File: src/rtl/arcade_video_timing_gen.sv
// Parametrised H/V timing generator for arcade cores.
// Counters, flipped counters, blanking, sync, line/frame strobes and V-clock,
// all advancing on the pixel clock enable I_CEN.
// Optional: define VTG_SCREEN_OFFSET_EN to add signed sync-window offsets
// (I_H_OFFSET, I_V_OFFSET) latched once per frame.
module arcade_video_timing_gen #(
  parameter int HW         = 10,
  parameter int VW         = 9,
  parameter int H_TOTAL    = 768,
  parameter int H_BL_START = 512,
  parameter int H_BL_END   = 767,
  parameter int H_SY_START = 576,
  parameter int H_SY_END   = 639,
  parameter int V_STEP_H   = 576,
  parameter int V_LAST     = 255,
  parameter int V_JUMP     = 504,
  parameter int V_BL_START = 240,
  parameter int V_BL_END   = 15,
  parameter int V_SY_START = 504,
  parameter int V_SY_END   = 511
) (
  input  logic                 I_CLK,
  input  logic                 I_RST_n,
  input  logic                 I_CEN,
  input  logic                 I_HFLIP,
  input  logic                 I_VFLIP,
`ifdef VTG_SCREEN_OFFSET_EN
  input  logic signed [3:0]    I_H_OFFSET,
  input  logic signed [3:0]    I_V_OFFSET,
`endif
  output logic [HW-1:0]        H_CNT,
  output logic [VW-1:0]        V_CNT,
  output logic [HW-2:0]        HF_CNT,
  output logic [VW-2:0]        VF_CNT,
  output logic                 H_BLANKn,
  output logic                 V_BLANKn,
  output logic                 C_BLANKn,
  output logic                 H_SYNCn,
  output logic                 V_SYNCn,
  output logic                 LINE_START,
  output logic                 FRAME_START,
  output logic                 VCKn
);

  localparam int V_LINES = V_LAST + 1 + (2 ** VW) - V_JUMP;

  // Parameter legality, rejected at elaboration
  if (H_TOTAL > 2 ** HW) begin : g_chk_htotal
    $error("H_TOTAL does not fit in HW bits");
  end
  if (!(V_LAST < V_JUMP && V_JUMP <= 2 ** VW - 1)) begin : g_chk_vjump
    $error("need V_LAST < V_JUMP <= 2**VW-1");
  end
  if (H_BL_START >= H_TOTAL || H_BL_END >= H_TOTAL || H_SY_START >= H_TOTAL ||
      H_SY_END >= H_TOTAL || V_STEP_H >= H_TOTAL) begin : g_chk_hparams
    $error("H parameters must be below H_TOTAL");
  end

  // Inclusive window; S>E means the window wraps through zero
  function automatic logic in_win(input int x, input int s, input int e);
    if (s <= e) return (x >= s) && (x <= e);
    return (x >= s) || (x <= e);
  endfunction

  // Undo an H shift modulo the line length
  function automatic int h_unshift(input int x, input int off);
    int t;
    t = x - off;
    if (t < 0) t = t + H_TOTAL;
    else if (t >= H_TOTAL) t = t - H_TOTAL;
    return t;
  endfunction

  // V value <-> position in the line sequence (0..V_LAST, V_JUMP..2^VW-1)
  function automatic int v_to_idx(input int v);
    return (v <= V_LAST) ? v : v - V_JUMP + V_LAST + 1;
  endfunction

  function automatic int idx_to_v(input int i);
    return (i <= V_LAST) ? i : i + V_JUMP - V_LAST - 1;
  endfunction

  // Undo a V shift modulo the frame's line sequence
  function automatic int v_unshift(input int v, input int off);
    int t;
    t = v_to_idx(v) - off;
    if (t < 0) t = t + V_LINES;
    else if (t >= V_LINES) t = t - V_LINES;
    return idx_to_v(t);
  endfunction

  localparam logic RST_H_BLANKN = !in_win(0, H_BL_START, H_BL_END);
  localparam logic RST_V_BLANKN = !in_win(0, V_BL_START, V_BL_END);

  logic [HW-1:0]      h_nxt;
  logic [VW-1:0]      v_adv;
  logic [VW-1:0]      v_nxt;
  logic               frame_tick;
  logic signed [3:0]  h_off_nxt;
  logic signed [3:0]  v_off_nxt;
  logic               h_bl_nxt, v_bl_nxt, h_sy_nxt, v_sy_nxt, vck_nxt;

  // Next counter values for a CEN tick
  always_comb begin
    h_nxt = (H_CNT == HW'(H_TOTAL - 1)) ? '0 : H_CNT + HW'(1);
    if (V_CNT == VW'(V_LAST))  v_adv = VW'(V_JUMP);
    else if (V_CNT == '1)      v_adv = '0;
    else                       v_adv = V_CNT + VW'(1);
    v_nxt = (h_nxt == HW'(V_STEP_H)) ? v_adv : V_CNT;
  end

  assign frame_tick = I_CEN && (h_nxt == '0) && (v_nxt == '0);

`ifdef VTG_SCREEN_OFFSET_EN
  logic signed [3:0] h_off_q;
  logic signed [3:0] v_off_q;

  // Offsets latched at frame start so a frame never mixes old and new sync positions
  always_ff @(posedge I_CLK or negedge I_RST_n) begin
    if (!I_RST_n) begin
      h_off_q <= '0;
      v_off_q <= '0;
    end else if (frame_tick) begin
      h_off_q <= I_H_OFFSET;
      v_off_q <= I_V_OFFSET;
    end
  end

  assign h_off_nxt = frame_tick ? I_H_OFFSET : h_off_q;
  assign v_off_nxt = frame_tick ? I_V_OFFSET : v_off_q;
`else
  assign h_off_nxt = 4'sd0;
  assign v_off_nxt = 4'sd0;
`endif

  // Window decode of the next counts, so registered outputs align with the counters
  always_comb begin
    h_bl_nxt = in_win(int'(h_nxt), H_BL_START, H_BL_END);
    v_bl_nxt = in_win(int'(v_nxt), V_BL_START, V_BL_END);
    h_sy_nxt = in_win(h_unshift(int'(h_nxt), int'(h_off_nxt)), H_SY_START, H_SY_END);
    v_sy_nxt = in_win(v_unshift(int'(v_nxt), int'(v_off_nxt)), V_SY_START, V_SY_END);
    vck_nxt  = in_win(int'(h_nxt), H_SY_START, H_SY_END);
  end

  // Counter and timing-output registers, advanced only on CEN ticks
  always_ff @(posedge I_CLK or negedge I_RST_n) begin
    if (!I_RST_n) begin
      H_CNT       <= '0;
      V_CNT       <= '0;
      H_BLANKn    <= RST_H_BLANKN;
      V_BLANKn    <= RST_V_BLANKN;
      H_SYNCn     <= 1'b1;
      V_SYNCn     <= 1'b1;
      VCKn        <= 1'b0;
      LINE_START  <= 1'b0;
      FRAME_START <= 1'b0;
    end else begin
      LINE_START  <= 1'b0;
      FRAME_START <= 1'b0;
      if (I_CEN) begin
        H_CNT       <= h_nxt;
        V_CNT       <= v_nxt;
        H_BLANKn    <= !h_bl_nxt;
        V_BLANKn    <= !v_bl_nxt;
        H_SYNCn     <= !h_sy_nxt;
        V_SYNCn     <= !v_sy_nxt;
        VCKn        <= vck_nxt;
        LINE_START  <= (h_nxt == '0);
        FRAME_START <= frame_tick;
      end
    end
  end

  assign HF_CNT   = H_CNT[HW-2:0] ^ {(HW-1){I_HFLIP}};
  assign VF_CNT   = V_CNT[VW-2:0] ^ {(VW-1){I_VFLIP}};
  assign C_BLANKn = H_BLANKn & V_BLANKn;

endmodule

File: config.mk
export PLATFORM = sky130hd
export DESIGN_NAME = arcade_video_timing_gen
export DESIGN_NICKNAME = d
export VERILOG_FILES = /design/src/rtl/arcade_video_timing_gen.sv
export SDC_FILE = /design/constraint.sdc
export NUM_CORES = 1
export LEC_CHECK = 0
export BUFFER_PORTS_ARGS = -buffer_cell sky130_fd_sc_hd__buf_2
export CAP_MARGIN = 20
export CELL_PAD_IN_SITES_DETAIL_PLACEMENT = 0
export CELL_PAD_IN_SITES_GLOBAL_PLACEMENT = 1
export CORE_MARGIN = 10
export CORE_UTILIZATION = 29
export CTS_BUF_LIST = sky130_fd_sc_hd__clkbuf_4
export DETAILED_ROUTE_END_ITERATION = 7
export PLACE_DENSITY_LB_ADDON = 0.1
export SLEW_MARGIN = 30
export SYNTH_ARGS = -nofsm -noshare
export SYNTH_HDL_FRONTEND = slang
export SYNTH_SLANG_ARGS = --single-unit
File: constraint.sdc
create_clock -name I_CLK -period 17.8 [get_ports I_CLK]
set_input_delay 4.45 -clock I_CLK [delete_from_list [all_inputs] [get_ports I_CLK]]
set_output_delay 4.45 -clock I_CLK [all_outputs]
set_load 0.03 [all_outputs]
==> flow_summary.json <==
{
  "status": "completed",
  "clock_input_transition_at_the_sequential_cells_of_the_worst_setup_and_hold_paths_ns": 0.16,
  "min_period_ns": 9.53,
  "gp_congestion": 0.846,
  "postCtsSetupRepairBufs": 0,
  "r2r_end": "V_SYNCn",
  "global_route_wire_length_before_repair_mm": 20.7,
  "post-route-drc-count": 0,
  "floorplan.initialDensity_pct": 30.1,
  "post-dp-hpwl_mm": 9.79,
  "synth_sequential_area_ratio_pct": 17.0,
  "worstPathRequired_ns": 13.35,
  "yosys.cell_types.count": 92,
  "rows": 41,
  "grt_overflow_total": 0,
  "detail_route.wirelength_mm": 12.6,
  "max_slew_violations": 0,
  "fin_util_pct": 33.2,
  "reg2reg_setup_slack_ns": 8.69,
  "yosys_register_bits": 26,
  "floorplan.die.width_um": 135,
  "cp.arrival_ns": 5.08,
  "cp_endpoint": "VF_CNT[3]",
  "wire_per_inst_um": 18.5,
  "post_cts_resize_count": 0,
  "avgViaCountPerCell": 5.63,
  "tritoncts_clock_tree": "built",
  "layout-drive-gt1-share_pct": 18.2,
  "drv.max_cap_violation_count": 0,
  "leakage_nw": 1.76,
  "min-delay-path-class": "flop to flop",
  "final.setup.tns_ns": 0,
  "detail-route-antenna-nets": 0,
  "worstPathMaxFanout": 8,
  "fmaxAchievable_mhz": 105,
  "final-setup-viol-count": 0,
  "ir_drop_mv": 0.0266,
  "synth-edff-count": 0,
  "area_growth_pct": 10.3,
  "timing.rr.start": "H_CNT[1]",
  "fin_crit_sh_pct": 53.5,
  "cts.root.buffer_cell": "clkbuf_4",
  "crit_type": "input pin to primary output",
  "netlist.top_cell.by_area": "dfrtp_1",
  "io_pins": 49,
  "cts-buffers-inserted": 3,
  "rsz0062_at_grt": "false",
  "clkLatencyLatePin_ns": 0.35,
  "die_height_um": 135,
  "pin_count_of_the_biggest_net_entering_global_routing": 27,
  "timing.max_slew.rel_slack_pct": 45.4,
  "syn-mean-instance-area_sq_um": 7.84,
  "drt_pre_antenna_iters": 4,
  "total_global_routing_track_utilization_pct": 13.5,
  "ctsLongestPathBuffers": 2,
  "vias": 3850,
  "synthDominantCellAreaShare_pct": 15.0,
  "finalHoldViolCount": 0,
  "timing.critical_path.from": "I_VFLIP",
  "asyncSetResetFlopFracSynth_pct": 100,
  "detailedRoute.firstIterationViolations": 408,
  "floorplan.die_area_sq_um": 18200,
  "worst_pin_slew_ns": 0.815,
  "fin_nets": 538,
  "ctsHtreeMaxLevel": 1,
  "synthesis.yosys.warnings": 0,
  "grt_antenna_before_repair": 0,
  "tritoncts_num_sinks": 26,
  "syn-instance-count": 490,
  "power.density_nw_per_um2": 116,
  "worstSetupStartpointType": "input pin",
  "placement.setup.worst_slack_ns": 8.25,
  "postSynthNetCount": 515,
  "setup_ws_ns": 8.27,
  "number_of_global_route_vias_before_repair": 3781,
  "synth_area_sq_um": 3840,
  "placeableCoreArea_sq_um": 12800,
  "place.port_buffers": 48,
  "hold_buffers": 0,
  "antennaDiodeCount": 0,
  "finalClockSkew_ns": 0.0192,
  "synth_flop_cell": "dfrtp_1",
  "synthTopCellsByArea": "dfrtp_1 15%, ha_1 6.5%, xor2_1 4.8%",
  "worst_setup_path_end_kind": "primary output",
  "worst-r2r-cell-count": 28
}
report_power, final:
| part | leakage [nW] | switching (mW) | internal, mW |
|---|---|---|---|
| logic | 1.42 | 0.226 | 0.125 |
| clock network | 0.0279 | 0.0214 | 0.0228 |
| registers | 0.320 | 0.0283 | 0.0671 |
| total | 1.76 | 0.276 | 0.215 |
flip-flops by register name, summed over array words and instances (netlist names):
register and flops:
FRAME_START 1, VCKn 1, H_BLANKn 1, H_CNT 10, H_SYNCn 1, V_BLANKn 1
V_CNT 9, V_SYNCn 1, LINE_START 1
area by class of cell:
type	count	area [sq um]
clock buffers	3	22.5
clock inverters	1	30.0
fillers	1353	8540
inverters	21	78.8
multi-input cells	411	2980
flip-flops and latches	26	654
well taps	172	215
repair buffers	50	255
worst max-delay path, cell delays in order:
cell    delay (ns)
buf_2         0.21
xor2_1        0.19
buf_2         0.23
cell usage in the layout, fill, tap and decap left out, types with 6 or more instances in the layout:
master	count
a21oi_1	22
dfrtp_1	23
or3_1	8
nor3_1	12
a21o_1	11
o21ai_0	22
nor2_1	39
nand2_1	35
inv_1	20
and4_1	6
mux2_2	7
a31oi_1	6
o31ai_1	8
a41oi_1	6
o211ai_1	8
mux2i_1	11
xor2_1	21
and3_1	7
nor2b_1	6
ha_1	20
buf_2	48
xnor2_1	16
nand4_1	14
nand3_1	18
per-stage QoR:
step	hold WS (ns)	total power, mW	std cells	instance area (sq um)
CTS	0.512	0.492	684	4230
global route	0.571	0.535	684	4240
detailed placement	0.487	0.446	680	4180
finish	0.506	0.491	684	4240
global placement	0.484	0.444	679	4170
floorplan	0.543	0.359	490	3840
logic make-up after synthesis:
logic type	Yosys count	synth area share, %
buffers and inverters	53	5.50
DFF	26	17.0
muxes	20	5.57
and+or+nand+nor	186	26.8
adders and majority gates	20	6.51
AOI/OAI and AO/OA	146	29.3
xor gates and xnor gates	39	9.28
Yosys cell counts (all sizes together) (4+ instances only):
| library cell | n |
|---|---|
| nor2 | 41 |
| nand2 | 35 |
| o21ai | 26 |
| a21oi | 23 |
| clkbuf | 23 |
| dfrtp | 23 |
| inv | 21 |
| xor2 | 21 |
| ha | 20 |
| nand3 | 18 |
| xnor2 | 18 |
| nand4 | 15 |
| nor3 | 13 |
| a21o | 12 |
| mux2i | 12 |
| buf | 9 |
| o211ai | 9 |
| o31ai | 9 |
| or3 | 9 |
| a41oi | 8 |
| mux2 | 8 |
| and3 | 7 |
| a31oi | 6 |
| and4 | 6 |
| nor2b | 6 |
| a31o | 5 |
| nor4 | 5 |
| o22ai | 5 |
| or2 | 5 |
| a211oi | 4 |
| and2 | 4 |
| nand4b | 4 |
| nor4b | 4 |
| o22a | 4 |
worst min path at each step:
| stage | start | to | slack (ns) | cells after the start |
|---|---|---|---|---|
| after floorplan | H_SYNCn | H_SYNCn | 0.54 | 2 |
| after detailed placement | H_SYNCn | H_SYNCn | 0.49 | 2 |
| after global routing | V_SYNCn | V_SYNCn | 0.57 | 1 |
| after CTS | H_SYNCn | H_SYNCn | 0.51 | 2 |
| after global placement | H_SYNCn | H_SYNCn | 0.48 | 2 |
| final | H_SYNCn | H_SYNCn | 0.51 | 2 |
per-layer routing:
layer / wire length (um) / part of all wire [%] / GRT usage (%)
met1: 6210 / 49 / 18.9
met4: 147 / 1.2 / 2.21
met5: 0 / 0 / 0
met2: 5750 / 45 / 22.2
met3: 539 / 4.3 / 1.41
Note: power is estimated with default switching activity, not from simulation.
